===== config.mk =====
export PLATFORM = sky130hd
export DESIGN_NAME = spi_master_cmd_seq
export DESIGN_NICKNAME = d
export VERILOG_FILES = /design/src/rtl/spi_master_cmd_seq_pkg.sv /design/src/rtl/spi_cmd_fifo.sv /design/src/rtl/spi_master_cmd_seq.sv
export SDC_FILE = /design/constraint.sdc
export NUM_CORES = 1
export LEC_CHECK = 0
export ABC_AREA = 1
export CAP_MARGIN = 15
export CORE_UTILIZATION = 56
export CTS_CLUSTER_SIZE = 12
export DETAILED_ROUTE_END_ITERATION = 12
export GPL_ROUTABILITY_DRIVEN = 1
export GPL_TIMING_DRIVEN = 0
export PLACE_DENSITY = 0.8
export SYNTH_ARGS = -nofsm -noshare
export SYNTH_HDL_FRONTEND = slang
export SYNTH_SLANG_ARGS = --single-unit

===== constraint.sdc =====
create_clock -name clk -period 4 [get_ports clk]
set_clock_uncertainty 0.1 [all_clocks]
set_input_delay 1.2 -clock clk [delete_from_list [all_inputs] [get_ports clk]]
set_output_delay 1.2 -clock clk [all_outputs]
set_load 0.005 [all_outputs]

===== src/rtl/spi_master_cmd_seq_pkg.sv =====
// Shared types and constants for the SPI command sequencer.
// FSM encodings and the FIFO entry layout {want_rx, tx_data}.
package spi_master_cmd_seq_pkg;

  typedef enum logic [1:0] {
    IDLE      = 2'd0,
    LAUNCH    = 2'd1,
    WAIT_BUSY = 2'd2,
    WAIT_END  = 2'd3
  } seq_state_e;

  localparam int unsigned DEF_DATA_WIDTH = 16;
  localparam int unsigned DEF_ENTRY_W    = DEF_DATA_WIDTH + 1;

  function automatic int unsigned entry_w(input int unsigned dw);
    return dw + 1;
  endfunction

endpackage


===== src/rtl/spi_cmd_fifo.sv =====
// Single-clock command FIFO with occupancy output.
// Depth must be a power of two so the pointers wrap naturally.
module spi_cmd_fifo #(
  parameter  int W     = 17,
  parameter  int DEPTH = 4,
  localparam int AW    = $clog2(DEPTH)
) (
  input  logic          clk,
  input  logic          rstn,
  input  logic          i_push,
  input  logic [W-1:0]  i_din,
  input  logic          i_pop,
  output logic [W-1:0]  o_dout,
  output logic [AW:0]   o_level,
  output logic          o_full,
  output logic          o_empty
);

  localparam logic [AW:0] LVL_FULL = (AW+1)'(DEPTH);

  logic [W-1:0]  r_mem [DEPTH];
  logic [AW-1:0] r_wptr;
  logic [AW-1:0] r_rptr;
  logic [AW:0]   r_level;
  logic          w_push;
  logic          w_pop;

  assign o_full  = (r_level == LVL_FULL);
  assign o_empty = (r_level == '0);
  assign o_level = r_level;
  assign o_dout  = r_mem[r_rptr];
  assign w_push  = i_push & ~o_full;
  assign w_pop   = i_pop & ~o_empty;

  always_ff @(posedge clk) begin
    if (!rstn) begin
      r_wptr  <= '0;
      r_rptr  <= '0;
      r_level <= '0;
    end else begin
      if (w_push) r_wptr <= r_wptr + 1'b1;
      if (w_pop)  r_rptr <= r_rptr + 1'b1;
      case ({w_push, w_pop})
        2'b10:   r_level <= r_level + 1'b1;
        2'b01:   r_level <= r_level - 1'b1;
        default: r_level <= r_level;
      endcase
    end
  end

  always_ff @(posedge clk) begin
    if (w_push) r_mem[r_wptr] <= i_din;
  end

endmodule


===== src/rtl/spi_master_cmd_seq.sv =====
// Queues host SPI commands and sequences them into an SPI master,
// returning received words when the command asked for them.
module spi_master_cmd_seq
  import spi_master_cmd_seq_pkg::*;
#(
  parameter  int DATA_WIDTH     = 16,
  parameter  int CMD_FIFO_DEPTH = 4,
  localparam int LW             = $clog2(CMD_FIFO_DEPTH) + 1
) (
  input  logic                  clk,
  input  logic                  rstn,
  input  logic                  cmd_valid,
  output logic                  cmd_ready,
  input  logic [DATA_WIDTH-1:0] cmd_tx_data,
  input  logic                  cmd_want_rx,
  output logic                  rsp_valid,
  input  logic                  rsp_ready,
  output logic [DATA_WIDTH-1:0] rsp_data,
  output logic                  spi_begin,
  output logic [DATA_WIDTH-1:0] spi_master_tx_data,
  input  logic                  spi_is_busy,
  input  logic                  spi_end,
  input  logic [DATA_WIDTH-1:0] spi_master_rx_data,
  input  logic                  spi_master_rx_data_valid,
  output logic [LW-1:0]         cmd_level,
  output logic                  seq_busy
);

  localparam int EW = entry_w(DATA_WIDTH);

  seq_state_e            r_state;
  seq_state_e            w_next;
  logic [DATA_WIDTH-1:0] r_tx;
  logic                  r_want;
  logic                  r_rsp_valid;
  logic [DATA_WIDTH-1:0] r_rsp_data;
  logic [EW-1:0]         w_head;
  logic                  w_full;
  logic                  w_empty;
  logic                  w_push;
  logic                  w_pop;
  logic                  w_launch_ok;
  logic                  w_rx_take;

  spi_cmd_fifo #(
    .W     (EW),
    .DEPTH (CMD_FIFO_DEPTH)
  ) u_fifo (
    .clk     (clk),
    .rstn    (rstn),
    .i_push  (w_push),
    .i_din   ({cmd_want_rx, cmd_tx_data}),
    .i_pop   (w_pop),
    .o_dout  (w_head),
    .o_level (cmd_level),
    .o_full  (w_full),
    .o_empty (w_empty)
  );

  assign cmd_ready = ~w_full;
  assign w_push    = cmd_valid & cmd_ready;

  // A want_rx command may only launch once the response slot is free.
  assign w_launch_ok = ~w_empty & ~spi_is_busy
                     & (~w_head[DATA_WIDTH] | ~r_rsp_valid);

  assign w_rx_take = spi_master_rx_data_valid & r_want
                   & ((r_state == WAIT_BUSY) | (r_state == WAIT_END));

  always_comb begin
    w_next = r_state;
    w_pop  = 1'b0;
    unique case (r_state)
      IDLE: begin
        if (w_launch_ok) begin
          w_next = LAUNCH;
          w_pop  = 1'b1;
        end
      end
      LAUNCH:    w_next = WAIT_BUSY;
      WAIT_BUSY: if (spi_is_busy) w_next = WAIT_END;
      WAIT_END:  if (spi_end) w_next = IDLE;
      default:   w_next = IDLE;
    endcase
  end

  always_ff @(posedge clk) begin
    if (!rstn) begin
      r_state     <= IDLE;
      r_tx        <= '0;
      r_want      <= 1'b0;
      r_rsp_valid <= 1'b0;
      r_rsp_data  <= '0;
    end else begin
      r_state <= w_next;
      if (w_pop) begin
        r_tx   <= w_head[DATA_WIDTH-1:0];
        r_want <= w_head[DATA_WIDTH];
      end
      if (r_rsp_valid) begin
        if (rsp_ready) r_rsp_valid <= 1'b0;
      end else if (w_rx_take) begin
        r_rsp_valid <= 1'b1;
        r_rsp_data  <= spi_master_rx_data;
      end
    end
  end

  assign spi_begin          = (r_state == LAUNCH);
  assign spi_master_tx_data = r_tx;
  assign rsp_valid          = r_rsp_valid;
  assign rsp_data           = r_rsp_data;
  assign seq_busy           = (r_state != IDLE) | (cmd_level != '0);

endmodule


==> out/results.ini <==
[floorplanning]
core-area_mm2=0.00773
die_x_um=91.3
initial_utilization_pct=57.7
dieArea_mm2=0.00833
ios=79
die_y_um=91.3
num_rows=32

[worst_setup_path]
start_kind=flip-flop
critPathKind=flip-flop to primary output
crit_start=r_state[0]
path_max_fanout=5
crit_path_end_kind=primary output
worstPathRequired_ns=2.70
regToRegSetupSlack_ns=1.43
worstPathArrival_ns=1.92

[drt]
first_pass_iters=5
met2_length_mm=5.31
vias=3337
drc=0
wl_per_cell_um=16.7
topRoutingLayerUsed=met4
drt_iter0_drc=214
viasPerCell=5.42
finalWirelength_mm=10.3
route.met3.wl_um=733
drtAntennaViolNets=0
m1WireLength_mm=4.14

[status]
status=completed

[place]
dp_hpwl_mm=6.47
place_congestion=0.736
port_buffers=78

[timing]
tns_ns=0
setup_viol=0
max_slew_margin_pct=50.7
achievable-frequency_mhz=311
period_share_pct=80.4
slew_violations=0
tightest_slew_ns=0.739
period_minus_slack_ns=3.22
rsz0062_at_grt=false
hold_viol_final=0

[logic_synthesis]
ys_seq_area_share_pct=66.0
syn_inst=400
avgSynthCellArea_um2=11.2
synth_top_area_share_pct=45.8
yosysTopAreaCell=edfxtp_1
ys_warn_count=0
yosysUniqueCellTypes=29
synth-seq-cells=113
syn_nets=451
synthesis.area_mm2=0.00446
synthTopCellsByArea=edfxtp_1, dfxtp_1, nor2_1

[cts]
cts_buffer_depth=2
post_cts.repair.setup_buffers=0
clk-insertion-delay-late_ns=0.51
clkSinkCount=113
ctsHoldBuffers=0
post_cts_resized=0
htree_num_levels=4
path_clk_slew_ns=0.06
numCtsBuffers=17
cts_tree=yes
root_buffer=clkbuf_8

[grt]
grt_pass1_wl_mm=16.7
antenna_found_initial=0
grt_usage_pct=26.7
grt_pass1_vias=3364
grt_max_degree=18
grt_overflow=0

[finish]
area_growth_pct=34.1
antenna_cells=0
regArea_mm2=0.00294
fin_util_pct=77.4
fin_nets=552
multi_input_area_mm2=0.00133
drive_above_1_share_pct=14.0
nFillCells=463

[power]
p_leak_nw=2.13
power.density_mw_per_mm2=611
irDropWorstVdd_mv=0.393

[worst_hold_path]
min_from=spi_master_tx_data[1]
hp-class=flip-flop to flip-flop

[run]
maxCapViolations=0

[critical path: stages, from the launching register on]
cell and delay, ns:
dfxtp_1 0.40, inv_1 0.11, ha_1 0.29, nand4_1 0.12
clkdlybuf4s50_1 0.50
[logic make-up after synthesis]
kind of cell,Yosys count,share of synthesized area (%)
XOR/XNOR,1,0.196
flip-flops,113,66.0
adder cells (fa/ha/maj),11,3.25
AO/OA/AOI/OAI,101,12.9
AND/OR/NAND/NOR,132,13.3
buffers and inverters,42,4.40
[synth_stat cells]
| library cell | count |
|---|---|
| nand3_2 | 3 |
| a21oi_1 | 20 |
| nor3b_1 | 1 |
| fa_1 | 1 |
| clkbuf_1 | 12 |
| a21oi_2 | 9 |
| nand2_2 | 11 |
| dfxtp_1 | 45 |
| nand3_4 | 1 |
| nand2_1 | 35 |
| xor2_1 | 1 |
| buf_6 | 1 |
| ha_1 | 10 |
| o22ai_1 | 17 |
| nand4_1 | 2 |
| o21ai_1 | 1 |
| o21ai_0 | 53 |
| nor2_8 | 1 |
| inv_4 | 1 |
| nor2_1 | 74 |
| nand2_4 | 1 |
| buf_12 | 1 |
| inv_2 | 1 |
| a31oi_4 | 1 |
| buf_2 | 1 |
| inv_1 | 22 |
| nand3_1 | 3 |
| buf_4 | 3 |
| edfxtp_1 | 68 |
[routing by layer]
metal | up-vias | GRT usage (%)
met5 | - | 0
met4 | 0 | 10.6
met3 | 10 | 7.29
met2 | 162 | 44.9
met1 | 1580 | 32.8
li1 | 1585 | -
[report_power, final]
group          switching [mW]  total, mW  internal, mW
Sequential             0.0647       1.44          1.37
Clock                   0.498       1.34         0.844
Combinational           0.502      0.879         0.376
Total                    1.07       3.66          2.59
[placed cells by master, fill, tap and decap left out, types with 10 or more instances in the layout]
master	n
o21ai_0	53
nand2_1	35
nor2_1	70
clkbuf_16	18
clkbuf_1	15
dfxtp_1	45
inv_1	22
a21oi_1	20
ha_1	10
o22ai_1	17
clkdlybuf4s50_1	78
nand2_2	11
edfxtp_1	68
[per-stage QoR]
| step | area [um^2] | power (mW) | std cells | worst slack, ns | hold slack (ns) |
|---|---|---|---|---|---|
| 2_1_floorplan | 4460 | 1.97 | 400 | 1.05 | 0.360 |
| 3_3_place_gp | 5370 | 2.28 | 580 | 0.313 | 0.353 |
| 3_5_place_dp | 5440 | 2.32 | 584 | 0.339 | 0.358 |
| 4_1_cts | 5980 | 3.67 | 616 | 0.780 | 0.368 |
| 5_1_grt | 5980 | 3.83 | 616 | 0.625 | 0.381 |
| 6_report | 5980 | 3.66 | 616 | 0.782 | 0.368 |
[area by class of cell]
type	count	share of cell area, %
tap	102	2.13
clock buffer	23	8.18
inverter	24	1.55
timing repair buffer	82	14.1
clock inverter	9	0.878
sequential	113	49.2
multi-input combinational	245	22.3
buffer	18	1.74
[registers in the layout, summed over array words and instances, names as in the netlist, named ones only]
register / flops
r_state: 2
rsp_valid: 1
rsp_data: 16
u_fifo.r_mem: 68
r_want: 1
spi_master_tx_data: 16
u_fifo.r_wptr: 2
u_fifo.o_level: 3
u_fifo.r_rptr: 2
[final timing paths]
| kind | end | cells past startpoint |
|---|---|---|
| setup / recovery | seq_busy | 4 |
| hold / removal | spi_master_tx_data[1] | 2 |
| setup reg to reg | u_fifo.o_level[2] | 13 |
| hold reg to reg | spi_master_tx_data[1] | 2 |
Note: power is estimated with default switching activity, not from simulation.
